### src/rtl/alu_pkg.sv
// alu_pkg: op-code encoding, FSM states and decode helpers shared by the ALU top and its mul/div engine.
package alu_pkg;

  localparam int CTRL_W = 4;

  localparam logic [CTRL_W-1:0] ALU_AND   = 4'h0;
  localparam logic [CTRL_W-1:0] ALU_OR    = 4'h1;
  localparam logic [CTRL_W-1:0] ALU_ADD   = 4'h2;
  localparam logic [CTRL_W-1:0] ALU_XOR   = 4'h3;
  localparam logic [CTRL_W-1:0] ALU_ANDN  = 4'h4;
  localparam logic [CTRL_W-1:0] ALU_ORN   = 4'h5;
  localparam logic [CTRL_W-1:0] ALU_SUB   = 4'h6;
  localparam logic [CTRL_W-1:0] ALU_SLT   = 4'h7;
  localparam logic [CTRL_W-1:0] ALU_SLTU  = 4'h8;
  localparam logic [CTRL_W-1:0] ALU_NOR   = 4'h9;
  localparam logic [CTRL_W-1:0] ALU_MULT  = 4'hA;
  localparam logic [CTRL_W-1:0] ALU_MULTU = 4'hB;
  localparam logic [CTRL_W-1:0] ALU_DIV   = 4'hC;
  localparam logic [CTRL_W-1:0] ALU_DIVU  = 4'hD;
  localparam logic [CTRL_W-1:0] ALU_MFHI  = 4'hE;
  localparam logic [CTRL_W-1:0] ALU_MFLO  = 4'hF;

  typedef enum logic [1:0] {IDLE, MUL, DIV, FIX} state_t;

  function automatic logic is_muldiv(input logic [CTRL_W-1:0] op);
    return (op == ALU_MULT) || (op == ALU_MULTU) || (op == ALU_DIV) || (op == ALU_DIVU);
  endfunction

  function automatic logic is_div_op(input logic [CTRL_W-1:0] op);
    return (op == ALU_DIV) || (op == ALU_DIVU);
  endfunction

  function automatic logic is_signed_op(input logic [CTRL_W-1:0] op);
    return (op == ALU_MULT) || (op == ALU_DIV);
  endfunction

endpackage

### src/rtl/muldiv_iter.sv
// muldiv_iter: iterative shift-add multiplier / restoring divider on operand magnitudes, one bit per cycle.
// The first iteration happens on the start edge, so done is raised while the WIDTH-th iteration is applied.
module muldiv_iter #(
  parameter int WIDTH = 32
) (
  input  logic             clk,
  input  logic             rst_n,
  input  logic             start,
  input  logic             is_div,
  input  logic             is_signed,
  input  logic [WIDTH-1:0] a,
  input  logic [WIDTH-1:0] b,
  output logic             done,
  output logic [WIDTH-1:0] hi_out,
  output logic [WIDTH-1:0] lo_out
);

  localparam int CW = $clog2(WIDTH + 1);
  localparam logic [CW-1:0] LAST = CW'(WIDTH - 1);

  logic [CW-1:0]    cnt_q, cnt_d;
  logic             busy_q, busy_d;
  logic [WIDTH-1:0] ph_q, ph_d, pl_q, pl_d, m_q, m_d, a_q, a_d;
  logic             div_q, div_d, qneg_q, qneg_d, rneg_q, rneg_d, dz_q, dz_d;
  logic [WIDTH-1:0] a_mag, b_mag;
  logic [2*WIDTH-1:0] prod;

  // mul: {ph,pl} shifts right, adding m when the multiplier LSB is set
  // div: {ph,pl} shifts left, quotient bits enter pl from the bottom
  function automatic logic [2*WIDTH-1:0] step(input logic dv, input logic [WIDTH-1:0] ph,
                                              input logic [WIDTH-1:0] pl, input logic [WIDTH-1:0] m);
    logic [WIDTH:0] acc;
    logic [WIDTH:0] sh;
    logic           ge;
    if (dv) begin
      sh  = {ph, pl[WIDTH-1]};
      ge  = (sh >= {1'b0, m});
      acc = ge ? (sh - {1'b0, m}) : sh;
      return {acc[WIDTH-1:0], pl[WIDTH-2:0], ge};
    end else begin
      acc = {1'b0, ph} + (pl[0] ? {1'b0, m} : {(WIDTH+1){1'b0}});
      return {acc, pl[WIDTH-1:1]};
    end
  endfunction

  assign a_mag = (is_signed && a[WIDTH-1]) ? (~a + 1'b1) : a;
  assign b_mag = (is_signed && b[WIDTH-1]) ? (~b + 1'b1) : b;
  assign done  = busy_q && (cnt_q == LAST);

  always_comb begin
    cnt_d  = cnt_q;
    busy_d = busy_q;
    ph_d   = ph_q;
    pl_d   = pl_q;
    m_d    = m_q;
    a_d    = a_q;
    div_d  = div_q;
    qneg_d = qneg_q;
    rneg_d = rneg_q;
    dz_d   = dz_q;
    if (start) begin
      {ph_d, pl_d} = step(is_div, '0, a_mag, b_mag);
      m_d    = b_mag;
      a_d    = a;
      div_d  = is_div;
      qneg_d = is_signed && (a[WIDTH-1] ^ b[WIDTH-1]);
      rneg_d = is_signed && a[WIDTH-1];
      dz_d   = is_div && (b == '0);
      cnt_d  = CW'(1);
      busy_d = 1'b1;
    end else if (busy_q) begin
      {ph_d, pl_d} = step(div_q, ph_q, pl_q, m_q);
      cnt_d = cnt_q + CW'(1);
      if (cnt_q == LAST) busy_d = 1'b0;
    end
  end

  // Sign fix-up is applied on the final magnitudes, read by the top in its FIX state
  always_comb begin
    prod = {ph_q, pl_q};
    if (qneg_q) prod = ~prod + 1'b1;
    hi_out = prod[2*WIDTH-1:WIDTH];
    lo_out = prod[WIDTH-1:0];
    if (div_q) begin
      if (dz_q) begin
        hi_out = a_q;
        lo_out = '1;
      end else begin
        hi_out = rneg_q ? (~ph_q + 1'b1) : ph_q;
        lo_out = qneg_q ? (~pl_q + 1'b1) : pl_q;
      end
    end
  end

  always_ff @(posedge clk or negedge rst_n) begin
    if (!rst_n) begin
      cnt_q  <= '0;
      busy_q <= 1'b0;
      ph_q   <= '0;
      pl_q   <= '0;
      m_q    <= '0;
      a_q    <= '0;
      div_q  <= 1'b0;
      qneg_q <= 1'b0;
      rneg_q <= 1'b0;
      dz_q   <= 1'b0;
    end else begin
      cnt_q  <= cnt_d;
      busy_q <= busy_d;
      ph_q   <= ph_d;
      pl_q   <= pl_d;
      m_q    <= m_d;
      a_q    <= a_d;
      div_q  <= div_d;
      qneg_q <= qneg_d;
      rneg_q <= rneg_d;
      dz_q   <= dz_d;
    end
  end

endmodule

### src/rtl/alu_muldiv_seq.sv
// alu_muldiv_seq: registered EX-stage ALU with valid/ready handshake, iterative MULT/DIV and HI/LO.
// Optional signed ADD/SUB overflow flag is built when ALU_OVF_EN is defined.
module alu_muldiv_seq
  import alu_pkg::*;
#(
  parameter int WIDTH  = 32,
  parameter int CTRL_W = alu_pkg::CTRL_W
) (
  input  logic              clk,
  input  logic              rst_n,
  input  logic              in_valid,
  output logic              in_ready,
  input  logic [WIDTH-1:0]  SrcA,
  input  logic [WIDTH-1:0]  SrcB,
  input  logic [CTRL_W-1:0] ALU_ctrl,
  output logic              out_valid,
  input  logic              out_ready,
  output logic [WIDTH-1:0]  ALUResult,
  output logic              zero,
  output logic [WIDTH-1:0]  hi,
  output logic [WIDTH-1:0]  lo,
  output logic              ovf
);

  state_t           state_q, state_d;
  logic             out_valid_q, out_valid_d;
  logic [WIDTH-1:0] res_q, res_d, hi_q, hi_d, lo_q, lo_d;
  logic             zero_q, zero_d;

  logic             accept, op_muldiv, eng_start, eng_done;
  logic [WIDTH-1:0] alu_res, sum, diff, eng_hi, eng_lo;

  assign in_ready  = (state_q == IDLE) && (!out_valid_q || out_ready);
  assign accept    = in_valid && in_ready;
  assign op_muldiv = is_muldiv(ALU_ctrl);
  assign eng_start = accept && op_muldiv;
  assign sum       = SrcA + SrcB;
  assign diff      = SrcA - SrcB;

  muldiv_iter #(.WIDTH(WIDTH)) u_iter (
    .clk       (clk),
    .rst_n     (rst_n),
    .start     (eng_start),
    .is_div    (is_div_op(ALU_ctrl)),
    .is_signed (is_signed_op(ALU_ctrl)),
    .a         (SrcA),
    .b         (SrcB),
    .done      (eng_done),
    .hi_out    (eng_hi),
    .lo_out    (eng_lo)
  );

  always_comb begin
    alu_res = '0;
    case (ALU_ctrl)
      ALU_AND:  alu_res = SrcA & SrcB;
      ALU_OR:   alu_res = SrcA | SrcB;
      ALU_ADD:  alu_res = sum;
      ALU_XOR:  alu_res = SrcA ^ SrcB;
      ALU_ANDN: alu_res = SrcA & ~SrcB;
      ALU_ORN:  alu_res = SrcA | ~SrcB;
      ALU_SUB:  alu_res = diff;
      ALU_SLT:  alu_res = {{(WIDTH-1){1'b0}}, ($signed(SrcA) < $signed(SrcB))};
      ALU_SLTU: alu_res = {{(WIDTH-1){1'b0}}, (SrcA < SrcB)};
      ALU_NOR:  alu_res = ~(SrcA | SrcB);
      ALU_MFHI: alu_res = hi_q;
      ALU_MFLO: alu_res = lo_q;
      default:  alu_res = '0;
    endcase
  end

  always_comb begin
    state_d     = state_q;
    out_valid_d = out_valid_q;
    res_d       = res_q;
    zero_d      = zero_q;
    hi_d        = hi_q;
    lo_d        = lo_q;
    if (out_valid_q && out_ready) out_valid_d = 1'b0;
    case (state_q)
      IDLE: begin
        if (accept) begin
          if (op_muldiv) begin
            state_d = is_div_op(ALU_ctrl) ? DIV : MUL;
          end else begin
            res_d       = alu_res;
            zero_d      = (alu_res == '0);
            out_valid_d = 1'b1;
          end
        end
      end
      MUL, DIV: if (eng_done) state_d = FIX;
      FIX: begin
        hi_d        = eng_hi;
        lo_d        = eng_lo;
        res_d       = eng_lo;
        zero_d      = (eng_lo == '0);
        out_valid_d = 1'b1;
        state_d     = IDLE;
      end
      default: state_d = IDLE;
    endcase
  end

  always_ff @(posedge clk or negedge rst_n) begin
    if (!rst_n) begin
      state_q     <= IDLE;
      out_valid_q <= 1'b0;
      res_q       <= '0;
      zero_q      <= 1'b0;
      hi_q        <= '0;
      lo_q        <= '0;
    end else begin
      state_q     <= state_d;
      out_valid_q <= out_valid_d;
      res_q       <= res_d;
      zero_q      <= zero_d;
      hi_q        <= hi_d;
      lo_q        <= lo_d;
    end
  end

`ifdef ALU_OVF_EN
  logic ovf_q, ovf_d;
  logic add_ovf, sub_ovf;

  assign add_ovf = (SrcA[WIDTH-1] == SrcB[WIDTH-1]) && (sum[WIDTH-1] != SrcA[WIDTH-1]);
  assign sub_ovf = (SrcA[WIDTH-1] != SrcB[WIDTH-1]) && (diff[WIDTH-1] != SrcA[WIDTH-1]);

  // Tracks ALUResult: updated whenever a new result is registered, cleared for mul/div results
  always_comb begin
    ovf_d = ovf_q;
    if (accept && !op_muldiv)
      ovf_d = ((ALU_ctrl == ALU_ADD) && add_ovf) || ((ALU_ctrl == ALU_SUB) && sub_ovf);
    else if (state_q == FIX)
      ovf_d = 1'b0;
  end

  always_ff @(posedge clk or negedge rst_n) begin
    if (!rst_n) ovf_q <= 1'b0;
    else        ovf_q <= ovf_d;
  end

  assign ovf = ovf_q;
`else
  assign ovf = 1'b0;
`endif

  assign out_valid = out_valid_q;
  assign ALUResult = res_q;
  assign zero      = zero_q;
  assign hi        = hi_q;
  assign lo        = lo_q;

endmodule
### config.mk
export PLATFORM = sky130hd
export DESIGN_NAME = alu_muldiv_seq
export DESIGN_NICKNAME = d
export VERILOG_FILES = /design/src/rtl/alu_pkg.sv /design/src/rtl/muldiv_iter.sv /design/src/rtl/alu_muldiv_seq.sv
export SDC_FILE = /design/constraint.sdc
export NUM_CORES = 1
export LEC_CHECK = 0
export BUFFER_PORTS_ARGS = -buffer_cell sky130_fd_sc_hd__buf_4
export CAP_MARGIN = 20
export CORE_UTILIZATION = 41
export DETAILED_ROUTE_END_ITERATION = 8
export GPL_TIMING_DRIVEN = 0
export HOLD_SLACK_MARGIN = 0.08
export RECOVER_POWER = 50
export SLEW_MARGIN = 10
export SYNTH_ARGS = -nofsm -noshare
export SYNTH_HDL_FRONTEND = slang
export SYNTH_HIERARCHICAL = 1
export SYNTH_SLANG_ARGS = --single-unit
### constraint.sdc
create_clock -name clk -period 4.5 [get_ports clk]
set_clock_uncertainty 0.05 [all_clocks]
set_input_delay 0.225 -clock clk [delete_from_list [all_inputs] [get_ports clk]]
set_output_delay 0.225 -clock clk [all_outputs]
set_load 0.01 [all_outputs]
==> key figures, run 1 <==
Run status
  • Status: finished, violations left
  • Failing checks: max-capacitance violations, max-slew violations

Timing
  • Achievable Freq: 226 MHz
  • Final Hold Viols: 0
  • Slew Limit Fails: 72
  • Normalized max-slew margin: -129%
  • Setup TNS Final: 0 ps
  • Worst-Margin Slew: 3440 ps
  • Final worst-path cycle share: 98.5%
  • Final setup viols: 0
  • Final min period: 4430 ps

Yosys
  • Netlist cell types: 111
  • Post-Syn Instances: 3514
  • Post-synth EDFFs: 0
  • Synth Area in Compound Gates: 27.3%
  • XOR/XNOR Fraction of Synth Area: 6.73%
  • Ys async rst share: 100%
  • Most frequent cell after synthesis: nor2_1
  • Syn_area_per_cell: 7.74 um^2
  • Post-synthesis sequential area ratio: 22.0%
  • Area leader, netlist: dfrtp_1
  • Simple-gate share of the synthesized area: 20.5%
  • Largest family of logic cells by synthesized area: compound AO/OA/AOI/OAI gates
  • Yosys top cell area share: 22.0%
  • Yosys synthesis warning count: 6
  • Post-synth top cells: 350 x nor2_1, 281 x nand2_1, 275 x a21oi_1, 239 x dfrtp_1, 223 x o21ai_0
  • Primary FF master, synth: dfrtp_1
  • Post-synthesis mux area share: 8.00%
  • Yosys reg bits: 239
  • Syn nets: 3792
  • Top area cells in the synthesized netlist: dfrtp_1 22%, ha_1 9.3%, a21oi_1 5.1%
  • Post-synthesis adder-cell area fraction: 9.59%
  • Post-synthesis cell area: 0.0272 mm^2

Clock network
  • Clock sinks: 239
  • Clock buffer depth: 3
  • TritonCTS buffer count: 27
  • H-tree depth: 1
  • Root buf cell: clkbuf_16
  • Clk pin slew, worst setup/hold paths: 60 ps
  • CTS tree: built
  • Worst skew pair latency: 590 ps

Floorplan
  • Horiz. Die Dim: 260 um
  • Initial Utilization: 41.4%
  • CORE AREA: 0.0657 mm^2
  • Row cnt: 94
  • Die H: 260 um
  • I/O pins: 172
  • Die Area: 0.0674 mm^2

Global routing
  • Overall routing resource usage: 40.2%
  • First-pass GRT wire length: 199 mm
  • Antenna violations before repair: 8
  • Largest net degree at the start of global routing: 101
  • Vias in the first global route: 28.0k
  • Overflow after GRT: 0

Hold path
  • Worst hold path type: input port to flop
  • Min-Delay Path Depth: 4

Setup path
  • CP Data Required Time: 4900 ps
  • Nature of the critical path startpoint: flop
  • WS Path Type: flop to flop
  • Crit path DAT: 4830 ps
  • R2R depth: 13
  • Crit Path Max Fanout: 10
  • Max incr delay on CP: 590 ps
  • Critical path endpoint category: flop
  • Crit-path cells: clkinv_2, buf_4, nor2_1, ha_1, a21oi_1, o211ai_1, nand4_1, o211ai_1, o311ai_4, o21ai_0, a21o_1, a2111oi_0, a21oi_1
  • Slowest-stage cell, CP: dfrtp_1

Layout
  • Multi-input gate area: 0.0199 mm^2
  • Fillers: 6748
  • Share of layout cells above drive strength 1: 10.9%
  • Post-layout nets: 4044
  • Register area: 0.00598 mm^2
  • Area growth from synthesis to layout: 14.4%

Power and ir drop
  • Leakage: 12.8 nW
  • Power per Cell Area: 731 mW/mm^2
  • Peak supply drop: 407 uV
  • Total power: 22.7 mW

Detailed routing
  • Initial DRC count: 4468
  • Total wire length: 140 mm
  • # DRC: 0
  • DRT Pass-1 Iters: 7
  • Antenna Nets Post-Route: 0
  • Vias: 30.7k
  • Drt wl/cell: 30.1 um
  • Number of vias per cell: 6.59

Placement
  • Final Wtd Congestion: 1.04
  • Port Buffer Count: 170
  • Dpl hpwl: 111 mm

Job
  • MaxCap Viol Count: 1
cells in the final DEF (no fill, tap or decap), types with 32 or more instances in the layout:
cell type and count:
and3_1 32, nand2_1 280, a31oi_1 53, nor4_1 39
o21ai_0 222, a21o_1 58, dfrtp_1 239, dlygate4sd3_1 36
buf_2 32, buf_4 92, nor3_1 68, nor2b_1 38
o22ai_1 33, nand4_1 34, inv_1 174, nand3_1 61
ha_1 200, nand2b_1 39, xor2_1 106, a211oi_1 66
mux2_2 114, a21oi_1 274, clkbuf_1 254, o31ai_1 40
nor2_1 349, or3_1 42, mux2i_1 86, xnor2_1 99
o211ai_1 50
path summary, 6_finish.rpt:
kind,start,end,slack [ps]
min in group asynchronous,rst_n,hi[7]$_DFFE_PN0P_,1500
max reg2reg,u_iter/pl_q[0]$_DFFE_PN0P_,u_iter/ph_q[31]$_DFFE_PN0P_,70
min reg2reg,ALUResult[22]$_DFFE_PN0P_,ALUResult[22]$_DFFE_PN0P_,460
min,SrcA[8],u_iter/pl_q[7]$_DFFE_PN0P_,110
max in group asynchronous,rst_n,u_iter/m_q[11]$_DFFE_PN0P_,870
max,u_iter/pl_q[0]$_DFFE_PN0P_,u_iter/ph_q[31]$_DFFE_PN0P_,70
routing by layer:
metal | GRT usage [%] | vias up | wire length [um]
met5 | 0.285 | - | 23
met4 | 25.1 | 4 | 11100
met3 | 8.85 | 452 | 16100
met2 | 57.7 | 2079 | 56200
met1 | 54.3 | 14717 | 56400
li1 | - | 13409 | -
flip-flops by register name, summed over array words and instances (netlist names), 2 cells and up:
signal	count
state_q	2
u_iter/ph_q	32
ALUResult	32
hi	32
u_iter/cnt_q	6
u_iter/pl_q	32
u_iter/m_q	32
lo	32
u_iter/a_q	32
cell type report:
cell class | count | area share [%]
Buffer | 223 | 3.09
Tap cell | 864 | 3.47
Antenna cell | 2 | 0.0161
Multi-Input combinational cell | 2865 | 63.9
Sequential cell | 239 | 19.2
Inverter | 180 | 2.20
Clock buffer | 38 | 2.50
Clock inverter | 12 | 0.675
Timing Repair Buffer | 230 | 4.90
worst max-delay path: cells and delay by family, from the launching register on:
kind	cells	cell delay [ps]
compound gates	8	2340
fa+ha+maj	1	310
buf+inv	2	630
flops	1	590
simple gates	2	380
logic make-up after synthesis:
| group | count (synthesis) |
|---|---|
| buffers and inverters | 411 |
| and+or+nand+nor | 1128 |
| adders and majority gates | 206 |
| AOI/OAI and AO/OA | 1117 |
| other | 1 |
| DFF | 239 |
| xor gates and xnor gates | 209 |
| muxes | 203 |
what timing repair did:
item,4_1_cts,5_1_grt
hold buffers,36,0
gates resized for setup,27,60
hold endpoints to repair,105,0
setup endpoints to repair,120,44
buffers inserted,5,14
gates cloned,0,1
pin swaps,4,16
power by group:
| part | switching, mW | internal (mW) | leakage [nW] |
|---|---|---|---|
| clock | 1.03 | 1.50 | 0.471 |
| sequential | 1.78 | 3.29 | 2.76 |
| combinational | 9.46 | 5.70 | 9.55 |
through the flow:
step	cells	worst slack (ps)	hold slack, ps	cell area, um^2	utilization, %
after floorplan	3514	87.2	-121	27200	-
after global placement	4548	-2490	430	29600	45.0
after detailed placement	4552	-2530	179	29600	45.1
after CTS	4635	28.1	92.3	31100	47.3
after global routing	4652	-43.5	94.3	31100	47.3
final	4653	67.6	106	31100	47.3
No activity file was read; power rests on OpenSTA's default activity.
==> run 2: changes to the inputs <==
- CTS_BUF_LIST: unset -> sky130_fd_sc_hd__clkbuf_8
==> key figures, run 2 (same netlist as run 1, synthesis figures left out) <==
Run status
  • Status: finished, violations left (unchanged)
  • Failing checks: max-capacitance violations, max-slew violations, negative setup slack (was max-capacitance violations, max-slew violations)

Placement
  • Final Wtd Congestion: 1.04 (unchanged)
  • Dpl hpwl: 111 mm (unchanged)
  • Port Buffer Count: 170 (unchanged)
  • Placed Instances: 4552 (unchanged)
  • Placed cell area: 0.0296 mm^2 (unchanged)
  • Pre-CTS WS: -2530 ps (unchanged)

Layout
  • Share of layout cells above drive strength 1: 11.4% (was 10.9%)
  • Most frequent cells in the layout: 349 x nor2_1, 280 x nand2_1, 273 x a21oi_1, 251 x clkbuf_1, 239 x dfrtp_1 (was 349 x nor2_1, 280 x nand2_1, 274 x a21oi_1, 254 x clkbuf_1, 239 x dfrtp_1)
  • Most common cell after layout, fill and taps aside: nor2_1 (unchanged)
  • Util after Layout: 47.4% (was 47.3%)
  • Fillers: 6774 (was 6748)
  • Final instance area: 0.0312 mm^2 (was 0.0311 mm^2)
  • Area growth from synthesis to layout: 14.6% (was 14.4%)
  • Post-layout nets: 4062 (was 4044)
  • Fin cells: 4684 (was 4653)

Clock network
  • Clock sinks: 239 (unchanged)
  • CTS tree: built (unchanged)
  • H-tree depth: 2 (was 1)
  • TritonCTS buffer count: 44 (was 27)
  • Clock buffer depth: 3 (unchanged)
  • Worst skew pair latency: 620 ps (was 590 ps)
  • Root buf cell: clkbuf_8 (was clkbuf_16)
  • Clk pin slew, worst setup/hold paths: 60 ps (about the same)

Timing
  • Final min period: 4610 ps (was 4430 ps)
  • Slew Limit Fails: 72 (unchanged)
  • Final worst-path cycle share: 102% (was 98.5%)
  • Normalized max-slew margin: -132% (was -129%)
  • Final WS setup: -110 ps (was 67.6 ps)
  • Final setup viols: 5 (was 0)
  • Final Hold Viols: 0 (unchanged)
  • Worst-Margin Slew: 3480 ps (was 3440 ps)
  • Achievable Freq: 217 MHz (was 226 MHz)

Detailed routing
  • Detail Route met3 WL: 16.3 mm (was 16.1 mm)
  • Wire length on met1: 56.9 mm (was 56.4 mm)
  • DRT Pass-1 Iters: 6 (was 7)
  • Metal2 WL: 56.5 mm (was 56.2 mm)
  • Drt wl/cell: 30.0 um (was 30.1 um)
  • Total wire length: 141 mm (was 140 mm)
  • DR top layer: met5 (unchanged)
  • # DRC: 0 (unchanged)
  • Initial DRC count: 4346 (was 4468)
  • Vias: 31.0k (was 30.7k)
  • Number of vias per cell: 6.61 (was 6.59)
  • Antenna Nets Post-Route: 0 (unchanged)

Power and ir drop
  • Total power: 22.8 mW (was 22.7 mW)
  • Peak supply drop: 428 uV (was 407 uV)
  • Power per Cell Area: 732 mW/mm^2 (was 731 mW/mm^2)
  • Leakage: 12.9 nW (was 12.8 nW)

Floorplan
  • Die Area: 0.0674 mm^2 (unchanged)
  • I/O pins: 172 (unchanged)
  • Die H: 260 um (unchanged)
  • CORE AREA: 0.0657 mm^2 (unchanged)
  • Row cnt: 94 (unchanged)
  • Horiz. Die Dim: 260 um (unchanged)
  • Initial Utilization: 41.4% (unchanged)

Hold path
  • Min-Delay Path Depth: 5 (was 4)
  • WHS Endpoint: u_iter/pl_q[7]$_DFFE_PN0P_ (unchanged)
  • Worst hold path type: input port to flop (unchanged)
  • Worst Hold Launch: SrcA[6] (was SrcA[8])

Setup path
  • Crit-path cells: buf_4, buf_2, buf_2, buf_4, nor2_4, nand2_1, buf_2, a31oi_1, xnor2_1, nand4_1, or4_4, nor3_1, xor2_2, a31oi_4, a211oi_1 (was clkinv_2, buf_4, nor2_1, ha_1, a21oi_1, o211ai_1, nand4_1, o211ai_1, o311ai_4, o21ai_0, a21o_1, a2111oi_0, a21oi_1)
  • Critical path endpoint category: flop (unchanged)
  • CP Data Required Time: 4950 ps (was 4900 ps)
  • R2R depth: 12 (was 13)
  • Crit Path Max Fanout: 19 (was 10)
  • Origin of the critical flop-to-flop path: u_iter/pl_q[0]$_DFFE_PN0P_ (unchanged)
  • Worst r2r dst: hi[4]$_DFFE_PN0P_ (was u_iter/ph_q[31]$_DFFE_PN0P_)
  • Crit path DAT: 5060 ps (was 4830 ps)
  • Max incr delay on CP: 830 ps (was 590 ps)
  • Nature of the critical path startpoint: input port (was flop)
  • CP most frequent cell: buf_2
  • Slowest-stage cell, CP: xnor2_1 (was dfrtp_1)
  • WS Path Type: input port to flop (was flop to flop)
  • Flop2flop setup slack: 30 ps (was 70 ps)

Job
  • MaxCap Viol Count: 1 (unchanged)

Global routing
  • First-pass GRT wire length: 199 mm (about the same)
  • Overall routing resource usage: 40.4% (was 40.2%)
  • Antenna violations before repair: 4 (was 8)
  • Overflow after GRT: 0 (unchanged)
  • Vias in the first global route: 28.2k (was 28.0k)
  • Largest net degree at the start of global routing: 101 (unchanged)
[run 2: layer usage]
metal	vias up	global-route usage [%]
met3	470	9.15
met4	4	25.7
li1	13459	-
met5	-	0
met1	14876	54.6
met2	2142	57.4
[run 2: worst max-delay path by stage]
stage | startpoint | end | slack (ps) | cells past startpoint
finish | ALU_ctrl[0] | u_iter/ph_q[20]$_DFFE_PN0P_ | -110 | 15
global route | SrcA[6] | u_iter/ph_q[18]$_DFFE_PN0P_ | -20 | 19
CTS | SrcA[7] | u_iter/ph_q[11]$_DFFE_PN0P_ | 40 | 19
detailed placement | ALU_ctrl[2] | u_iter/ph_q[31]$_DFFE_PN0P_ | -2530 | 22
global placement | ALU_ctrl[2] | u_iter/ph_q[31]$_DFFE_PN0P_ | -2490 | 22
floorplan | ALU_ctrl[2] | u_iter/ph_q[31]$_DFFE_PN0P_ | 90 | 21
[run 2: worst max-delay path, delay by kind of cell]
family,cells,cell delay (ps)
AO/OA/AOI/OAI,3,670
XOR/XNOR,2,1210
buffers and inverters,5,1390
AND/OR/NAND/NOR,5,1520
[run 2: layout make-up]
class	count	area, um^2	share of cell area, %
antenna	1	2.50	0.00803
buffer	223	957	3.07
clock buffer	57	785	2.52
clock inverter	24	272	0.871
inverter	180	683	2.19
multi-input combinational	2865	19900	63.8
sequential	239	5980	19.2
tap	864	1080	3.47
timing repair buffer	231	1520	4.87
[run 2: per-stage QoR]
stage	hold slack (ps)	setup TNS, ps
after detailed placement	179	-165490
after global placement	430	-166420
after floorplan	-121	0
after CTS	80.9	0
final	83.4	-385
after global routing	80.4	-22.8
[run 2: what timing repair did]
item	CTS	global route
hold buffers	38	0
hold endpoints to repair	113	0
endpoints found under the setup margin	116	48
resized for setup	26	50
setup buffers	6	12
pin swaps	4	14
gates cloned	0	1
[run 2: where the power goes]
part	leakage (nW)	switching [mW]	internal, mW
combinational	9.53	9.45	5.70
sequential	2.76	1.79	3.29
clock	0.578	1.10	1.49
total	12.9	12.3	10.5
